File: config.mk
export PLATFORM = sky130hd
export DESIGN_NAME = uram_burst_reader
export DESIGN_NICKNAME = d
export VERILOG_FILES = /design/src/rtl/uram_burst_reader.sv
export SDC_FILE = /design/constraint.sdc
export NUM_CORES = 1
export LEC_CHECK = 0
export BUFFER_PORTS_ARGS = -buffer_cell sky130_fd_sc_hd__clkbuf_2
export CAP_MARGIN = 20
export CELL_PAD_IN_SITES_DETAIL_PLACEMENT = 1
export CELL_PAD_IN_SITES_GLOBAL_PLACEMENT = 1
export CORE_ASPECT_RATIO = 1.25
export CORE_MARGIN = 10
export CORE_UTILIZATION = 59
export CTS_BUF_LIST = sky130_fd_sc_hd__clkbuf_8
export DETAILED_ROUTE_END_ITERATION = 10
export GPL_ROUTABILITY_DRIVEN = 1
export PLACE_DENSITY = 0.91
export REMOVE_ABC_BUFFERS = 1
export SLEW_MARGIN = 10
export SYNTH_ARGS = -nofsm -noshare
export SYNTH_HDL_FRONTEND = slang
export SYNTH_SLANG_ARGS = --single-unit
File: constraint.sdc
create_clock -name clk -period 14.7 [get_ports clk]
set_clock_uncertainty 0.15 [all_clocks]
set_input_delay 0.735 -clock clk [delete_from_list [all_inputs] [get_ports clk]]
set_output_delay 0.735 -clock clk [all_outputs]
set_load 0.02 [all_outputs]
File: src/rtl/uram_burst_reader.sv
// rtl/uram_burst_reader.sv - burst read engine feeding one UltraRAM read port
// Issues single-beat reads under a credit limit and returns words through a FWFT FIFO.
module uram_burst_reader #(
  parameter int AWIDTH     = 12,
  parameter int DWIDTH     = 72,
  parameter int NBPIPE     = 3,
  parameter int LWIDTH     = 8,
  parameter int FIFO_DEPTH = 8
) (
  input  logic              clk,
  input  logic              rst,
  input  logic              req_valid,
  output logic              req_ready,
  input  logic [AWIDTH-1:0] req_addr,
  input  logic [LWIDTH-1:0] req_len,
  output logic              ram_en,
  output logic              ram_we,
  output logic [AWIDTH-1:0] ram_addr,
  input  logic [DWIDTH-1:0] ram_dout,
  output logic              rsp_valid,
  input  logic              rsp_ready,
  output logic [DWIDTH-1:0] rsp_data,
  output logic              rsp_last,
  output logic              busy
);

  localparam int LAT = NBPIPE + 1;
  localparam int PW  = $clog2(FIFO_DEPTH);
  localparam int CW  = $clog2(FIFO_DEPTH + LAT + 1) + 1;
  localparam logic [CW-1:0] DEPTH_C = CW'(FIFO_DEPTH);

  typedef enum logic {IDLE, ISSUE} state_t;

  state_t            state, state_nxt;
  logic [AWIDTH-1:0] cur_addr, cur_addr_nxt;
  logic [LWIDTH-1:0] remaining, remaining_nxt;
  logic              issue;
  logic              credit_ok;

  logic [CW-1:0]     inflight;
  logic [CW-1:0]     fifo_count;
  logic [CW-1:0]     outstanding;
  logic [LAT-1:0]    trk_valid;
  logic [LAT-1:0]    trk_last;

  logic              push;
  logic              pop;
  logic [PW-1:0]     wr_ptr;
  logic [PW-1:0]     rd_ptr;
  logic [DWIDTH-1:0] fifo_data [FIFO_DEPTH];
  logic [FIFO_DEPTH-1:0] fifo_last;

  // Credits cover both reads still in the RAM pipeline and words parked in the FIFO.
  assign outstanding = inflight + fifo_count;
  assign credit_ok   = outstanding < DEPTH_C;

  always_ff @(posedge clk or negedge rst) begin
    if (!rst) begin
      state     <= IDLE;
      cur_addr  <= '0;
      remaining <= '0;
    end else begin
      state     <= state_nxt;
      cur_addr  <= cur_addr_nxt;
      remaining <= remaining_nxt;
    end
  end

  always_comb begin
    state_nxt     = state;
    cur_addr_nxt  = cur_addr;
    remaining_nxt = remaining;
    issue         = 1'b0;
    case (state)
      IDLE: begin
        if (req_valid) begin
          state_nxt     = ISSUE;
          cur_addr_nxt  = req_addr;
          remaining_nxt = req_len;
        end
      end
      ISSUE: begin
        if (credit_ok) begin
          issue         = 1'b1;
          cur_addr_nxt  = cur_addr + AWIDTH'(1);
          remaining_nxt = remaining - LWIDTH'(1);
          if (remaining == '0) begin
            state_nxt = IDLE;
          end
        end
      end
      default: state_nxt = IDLE;
    endcase
  end

  assign req_ready = (state == IDLE);
  assign ram_en    = issue;
  assign ram_we    = 1'b0;
  assign ram_addr  = cur_addr;

  // The tail of the tracker lines up with the cycle the RAM presents the word.
  always_ff @(posedge clk or negedge rst) begin
    if (!rst) begin
      trk_valid <= '0;
      trk_last  <= '0;
      inflight  <= '0;
    end else begin
      for (int i = LAT - 1; i > 0; i--) begin
        trk_valid[i] <= trk_valid[i-1];
        trk_last[i]  <= trk_last[i-1];
      end
      trk_valid[0] <= issue;
      trk_last[0]  <= issue && (remaining == '0);
      inflight     <= inflight + CW'(issue) - CW'(push);
    end
  end

  assign push = trk_valid[LAT-1];
  assign pop  = rsp_valid && rsp_ready;

  always_ff @(posedge clk or negedge rst) begin
    if (!rst) begin
      wr_ptr     <= '0;
      rd_ptr     <= '0;
      fifo_count <= '0;
    end else begin
      if (push) begin
        wr_ptr <= wr_ptr + PW'(1);
      end
      if (pop) begin
        rd_ptr <= rd_ptr + PW'(1);
      end
      fifo_count <= fifo_count + CW'(push) - CW'(pop);
    end
  end

  always_ff @(posedge clk) begin
    if (push) begin
      fifo_data[wr_ptr] <= ram_dout;
      fifo_last[wr_ptr] <= trk_last[LAT-1];
    end
  end

  assign rsp_valid = (fifo_count != '0);
  assign rsp_data  = fifo_data[rd_ptr];
  assign rsp_last  = rsp_valid && fifo_last[rd_ptr];
  assign busy      = (state == ISSUE) || (inflight != '0) || rsp_valid;

endmodule

==> results.yml, run 1 <==
critical_path:
  startpoint_type: "flop"
  crit_required_ps: 13820
  crit_chain: "buf_12, mux4_2, mux2_2, clkbuf_2"
  cp_top_family: "multiplexers"
  crit_slowest_cell: "dfrtp_4"
  max_stage_delay_ps: 920
  critical_path_class: "reg -> out"
  critPathBufInv: 2
  worstPathMaxFanout: 110
  cp-end-kind: "primary output"
  crit_arrival_ps: 3510
synthesis:
  syn_avg_cell_area_sq_um: 22.2
  synthTopCellsByArea: "edfxtp_1, mux4_2, dfrtp_1"
  async_flop_share: 0.0715
  ys_ff_latch: 629
  synth_edf_count: 584
  synth_seq_area_share: 0.762
  ys_types: 47
  synth_ff_type: "edfxtp_1"
  synthDominantCellAreaShare: 0.716
  synth_area_sq_mm: 0.0245
  yosysMostFrequentCell: "edfxtp_1"
  yosys-top-cells-count: "edfxtp_1, mux4_2, mux2_2"
  synth_top_area_cell: "edfxtp_1"
  syn_inst: 1105
  ys_warn_count: 0
cells_and_area:
  num-nets-final: 1465
  final_layout_size_suffix_gt1_frac: 0.394
  area_growth_pct: 13.6
grt:
  antenna_found_initial: 11
  grt_util_all_layers: 0.239
  grt_pass1_wl_mm: 89.1
  grt_start_max_net_pins: 111
  grt_pass1_vias: 13800
  grt_overflow: 0
clock_network:
  cts_resized: 0
  clk_latency_ps: 660
  clockRootBuffer: "clkbuf_8"
  clock_path_buffers: 3
  cts_tree: "yes"
  cts_setup_buffers: 0
  cts.htree.levels: 3
  clock_sinks: 629
  postCtsHoldBufs: 0
  clk_pin_slew_ps: 70
  cts_buffers: 93
sta:
  final-setup-viol-count: 0
  slew_headroom: 0.288
  min_period_over_period: 0.299
  hold_viol: 0
  worst_pin_slew_ps: 1070
  min_period_ps: 4400
  finalSetupTns_ps: 0
  fmax_mhz: 227
  whs_ps: 41.8
  final_max_slew_viol_count: 0
  rsz0062_at_grt: "no"
drt:
  dr.pass1.iters: 5
  first_iter_violations: 984
  dr_total_vias: 12200
  drcViolationCount: 0
  wirelength_mm: 58.6
  viasPerCell: 6.15
  drtAntennaViolNets: 0
  wire_per_inst_um: 29.6
power:
  power_density_mw_per_mm2: 200
  cellInternalPower_mw: 3.66
  p_seq_frac: 0.427
  switching_share: 0.342
  p_comb_frac: 0.338
  switching_power_mw: 1.90
  vdd_drop_max_mv: 0.174
  p_leak_nw: 9.56
  clockPowerShare: 0.236
floorplanning:
  num_rows: 83
  die_w_um: 202
  die_h_um: 248
  die-area_sq_mm: 0.0501
  start_util: 0.597
  io_pins: 186
  core_area_sq_mm: 0.0410
min_path:
  hold_class: "in -> async"
placed_design:
  port_buffers: 184
  hpwl_mm: 32.2
  place_congestion: 0.739
run:
  cap_violations: 0
run_status:
  status: "completed"
## routing by layer
metal,vias up,GRT usage,share of wire
li1,5106,-,-
met1,6451,0.285,0.37
met2,540,0.420,0.53
met3,97,0.0580,0.072
met4,8,0.0822,0.025
met5,-,0,0.00090
## final cells by class
class | instances | area (sq um)
clock buffers | 101 | 1390
well taps | 552 | 691
multi-input cells | 402 | 5570
clock inverters | 71 | 317
inverters | 21 | 78.8
repair buffers | 201 | 1100
flip-flops and latches | 629 | 18700
fillers | 3326 | 13200
diodes | 7 | 17.5
## registers in the layout, indices dropped and copies added, names as in the netlist
signal and count:
trk_last 4, fifo_data 576, inflight 5, remaining 8
fifo_count 5, trk_valid 4, rd_ptr 3, fifo_last 8
ram_addr 12, wr_ptr 3, state 1
## cells in the final DEF (no fill, tap or decap), drive strengths merged, types with 3 or more instances in the layout
cell type	Yosys	final
edfxtp	584	584
clkbuf	28	285
mux4	146	146
mux2	74	74
inv	21	59
dfrtp	45	45
nor2	29	29
clkinv	0	29
ha	19	19
a211oi	18	18
buf	25	17
a21oi	14	14
xor2	13	13
nor2b	9	9
xnor2	8	8
diode	0	7
nand2	7	7
o31ai	7	7
nor3	7	7
and3	5	5
nand2b	5	5
and4	4	4
a311oi	4	4
a21o	3	3
nand3	3	3
o311ai	3	3
o22ai	3	3
clkinvlp	0	3
## kinds of logic after synthesis
family,synth area share
compound gates,0.0192
simple gates,0.0177
mux,0.169
buf+inv,0.0134
flops,0.762
fa+ha+maj,0.0113
xor+xnor,0.00751
other cells,0.000153
## power groups by stage
stage                     registers (mW)  clock network (mW)  logic [mW]
after floorplan                     2.49                   0        1.34
after global placement              2.38                   0        1.81
after detailed placement            2.41                   0        1.87
after CTS                           2.38                1.34        1.91
after global routing                2.40                1.42        2.02
final                               2.38                1.31        1.88
## worst paths after layout
kind	start	end	slack, ps	cells after the start
worst max-delay path	rd_ptr[0]	rsp_data[24]	10300	4
worst min-delay path	rst	ram_addr[3]	40	2
worst max register to register	fifo_count[1]	inflight[4]	11130	11
worst min register to register	trk_last[2]	trk_last[3]	210	0
max in group asynchronous	rst	rd_ptr[0]	13860	2
min in group clk	trk_last[2]	trk_last[3]	210	0
## worst reg2reg max path: stages (launching register included)
cell,delay (ps)
dfrtp_1,450
ha_1,320
nand4_1,150
and4b_1,370
o31ai_4,470
inv_2,340
ha_1,350
fa_1,440
a21oi_1,170
nor2_1,50
nor2_1,110
xnor2_1,130
## through the flow
stage / setup slack, ps / std cells / total power [mW] / util / instance area [sq um]
after floorplan: 7120 / 1052 / 3.83 / - / 24300
after global placement: 10900 / 1803 / 4.19 / 0.635 / 26100
after detailed placement: 10890 / 1803 / 4.28 / 0.635 / 26100
after CTS: 10170 / 1975 / 5.62 / 0.677 / 27800
after global routing: 10000 / 1983 / 5.84 / 0.679 / 27800
final: 10300 / 1984 / 5.57 / 0.679 / 27800
(Power assumes the default switching activity.)
==> run 2, diff against run 1 <==
--- a/config.mk
+++ b/config.mk
@@ -11,11 +11,11 @@
 export CELL_PAD_IN_SITES_GLOBAL_PLACEMENT = 1
 export CORE_ASPECT_RATIO = 1.25
 export CORE_MARGIN = 10
-export CORE_UTILIZATION = 59
+export CORE_UTILIZATION = 50
 export CTS_BUF_LIST = sky130_fd_sc_hd__clkbuf_8
 export DETAILED_ROUTE_END_ITERATION = 10
 export GPL_ROUTABILITY_DRIVEN = 1
-export PLACE_DENSITY = 0.91
+export PLACE_DENSITY = 0.83
 export REMOVE_ABC_BUFFERS = 1
 export SLEW_MARGIN = 10
 export SYNTH_ARGS = -nofsm -noshare
==> constraint.sdc (replaced) <==
create_clock -name clk -period 3.6 [get_ports clk]
set_clock_uncertainty 0.15 [all_clocks]
set_input_delay 0.18 -clock clk [delete_from_list [all_inputs] [get_ports clk]]
set_output_delay 0.18 -clock clk [all_outputs]
set_load 0.02 [all_outputs]
==> run 2 against run 1 <==
  * Die area grew 16%
  * Power grew to 4.2 times the previous value
  * Highest routed layer unchanged
  * Design area grew 4.9%
  * Combinational power grew to 4.2 times the previous value
  * Sequential cell count is the same
  * Cell count grew 10%
  * Register-to-register slack lost 11000 ps
  * Clock power grew to 4.3 times the previous value
  * Wire length shrank 1.7%
  * Sequential power grew to 4.1 times the previous value
  * Non-clock buffer count grew 118
==> results.yml, run 2 (same netlist as run 1, synthesis figures left out) <==
floorplanning:
  die_h_um: 268
  io_pins: 186
  start_util: 0.506
  core_area_sq_mm: 0.0484
  num_rows: 90
  die_w_um: 218
  die-area_sq_mm: 0.0583
power:
  switching_power_mw: 7.83
  p_seq_frac: 0.418
  vdd_drop_max_mv: 0.615
  power_density_mw_per_mm2: 797
  p_comb_frac: 0.343
  cellInternalPower_mw: 15.4
  switching_share: 0.337
  p_leak_nw: 10.1
  clockPowerShare: 0.239
grt:
  grt_util_all_layers: 0.202
  grt_pass1_vias: 14100
  grt_overflow: 0
  grt_start_max_net_pins: 53
  antenna_found_initial: 3
  grt_pass1_wl_mm: 88.4
sta:
  fmax_mhz: 296
  min_period_ps: 3380
  worst_pin_slew_ps: 869
  final_max_slew_viol_count: 0
  hold_viol: 0
  slew_headroom: 0.421
  final-setup-viol-count: 0
  rsz0062_at_grt: "no"
  min_period_over_period: 0.939
min_path:
  hold_class: "in -> reg"
  worstHoldStart: "ram_dout[55]"
clock_network:
  clockRootBuffer: "clkbuf_8"
  clock_sinks: 629
  cts_buffers: 93
  cts.htree.levels: 3
  clock_path_buffers: 3
  clk_pin_slew_ps: 70
  cts_tree: "yes"
  cts_setup_buffers: 0
  clk_latency_ps: 670
drt:
  dr_total_vias: 12400
  drcViolationCount: 0
  dr.pass1.iters: 5
  first_iter_violations: 931
  wire_per_inst_um: 26.4
  drtAntennaViolNets: 0
  wirelength_mm: 57.6
  viasPerCell: 5.66
placed_design:
  port_buffers: 184
  place_congestion: 0.829
  dp.cells: 1915
  hpwl_mm: 32.6
  placed_cell_area_sq_mm: 0.0264
cells_and_area:
  stdcell_count: 2186
  largest_reg_flops: 576
  stdcell_area_sq_mm: 0.0292
  area_growth_pct: 19.1
  mostFrequentLayoutCells: "edfxtp_1, clkbuf_2, mux4_2"
  final_core_util: 0.603
  num-nets-final: 1583
  final_common_cell: "edfxtp_1"
  top_register: "fifo_data"
  final_layout_size_suffix_gt1_frac: 0.386
critical_path:
  crit_required_ps: 3270
  critical_path_class: "reg -> out"
  crit_start: "inflight[2]"
  reg2reg_from: "fifo_count[1]"
  startpoint_type: "flop"
  cp-end-kind: "primary output"
  crit_arrival_ps: 3050
  worstPathMaxFanout: 23
run_status:
  status: "completed"
run:
  cap_violations: 0
## run 2: critical path: stages, from the launching register on
cell and delay (ps):
dfrtp_1 410, ha_1 320, a21oi_1 370, and4_2 460, o31ai_4 160, inv_2 80
buf_4 320, clkbuf_2 240
## run 2: cell type report
class / count / area (sq um)
Fill cell: 4205 / 19200
Timing Repair Buffer: 319 / 2260
Inverter: 21 / 78.8
Clock buffer: 98 / 1350
Multi-Input combinational cell: 402 / 5580
Clock inverter: 72 / 444
Antenna cell: 1 / 2.50
Tap cell: 644 / 806
Sequential cell: 629 / 18700
## run 2: repair_timing
item / in CTS / in global routing
hold buffers: 100 / 0
endpoints found under the hold margin: 645 / 0
endpoints found under the setup margin: 0 / 1
resized for setup: 0 / 3
## run 2: metal layers
metal / track usage / vias to the layer above / wire length [um]
met5: 0 / - / 20
met4: 0.0643 / 4 / 1240
met3: 0.0433 / 82 / 3310
met2: 0.355 / 414 / 31000
met1: 0.243 / 6547 / 22100
li1: - / 5318 / -
## run 2: through the flow
step / TNS [ps] / setup WS, ps / power (mW) / hold WS [ps]
2_1_floorplan: -948980 / -3420 / 14.9 / -266
3_3_place_gp: 0 / 564 / 17.4 / 162
3_5_place_dp: 0 / 413 / 17.7 / 165
4_1_cts: 0 / 107 / 23.5 / 118
5_1_grt: 0 / 52.2 / 24.5 / 187
6_report: 0 / 220 / 23.3 / 177
## run 2: final timing paths
check / cells after the start / slack, ps / to
worst max-delay path: 7 / 220 / ram_en
worst min-delay path: 2 / 180 / fifo_data[1][55]
worst max register to register: 11 / 260 / inflight[4]
worst min register to register: 0 / 210 / trk_valid[3]
max in group asynchronous: 4 / 2200 / rd_ptr[1]
min in group asynchronous: 4 / 630 / ram_addr[3]
## run 2: power by group through the flow
stage | clock network [mW] | registers, mW | logic [mW]
2_1_floorplan | 0 | 10.1 | 4.87
3_3_place_gp | 0 | 9.78 | 7.64
3_5_place_dp | 0 | 9.88 | 7.87
4_1_cts | 5.71 | 9.73 | 8.05
5_1_grt | 6.06 | 9.82 | 8.57
6_report | 5.57 | 9.72 | 7.98
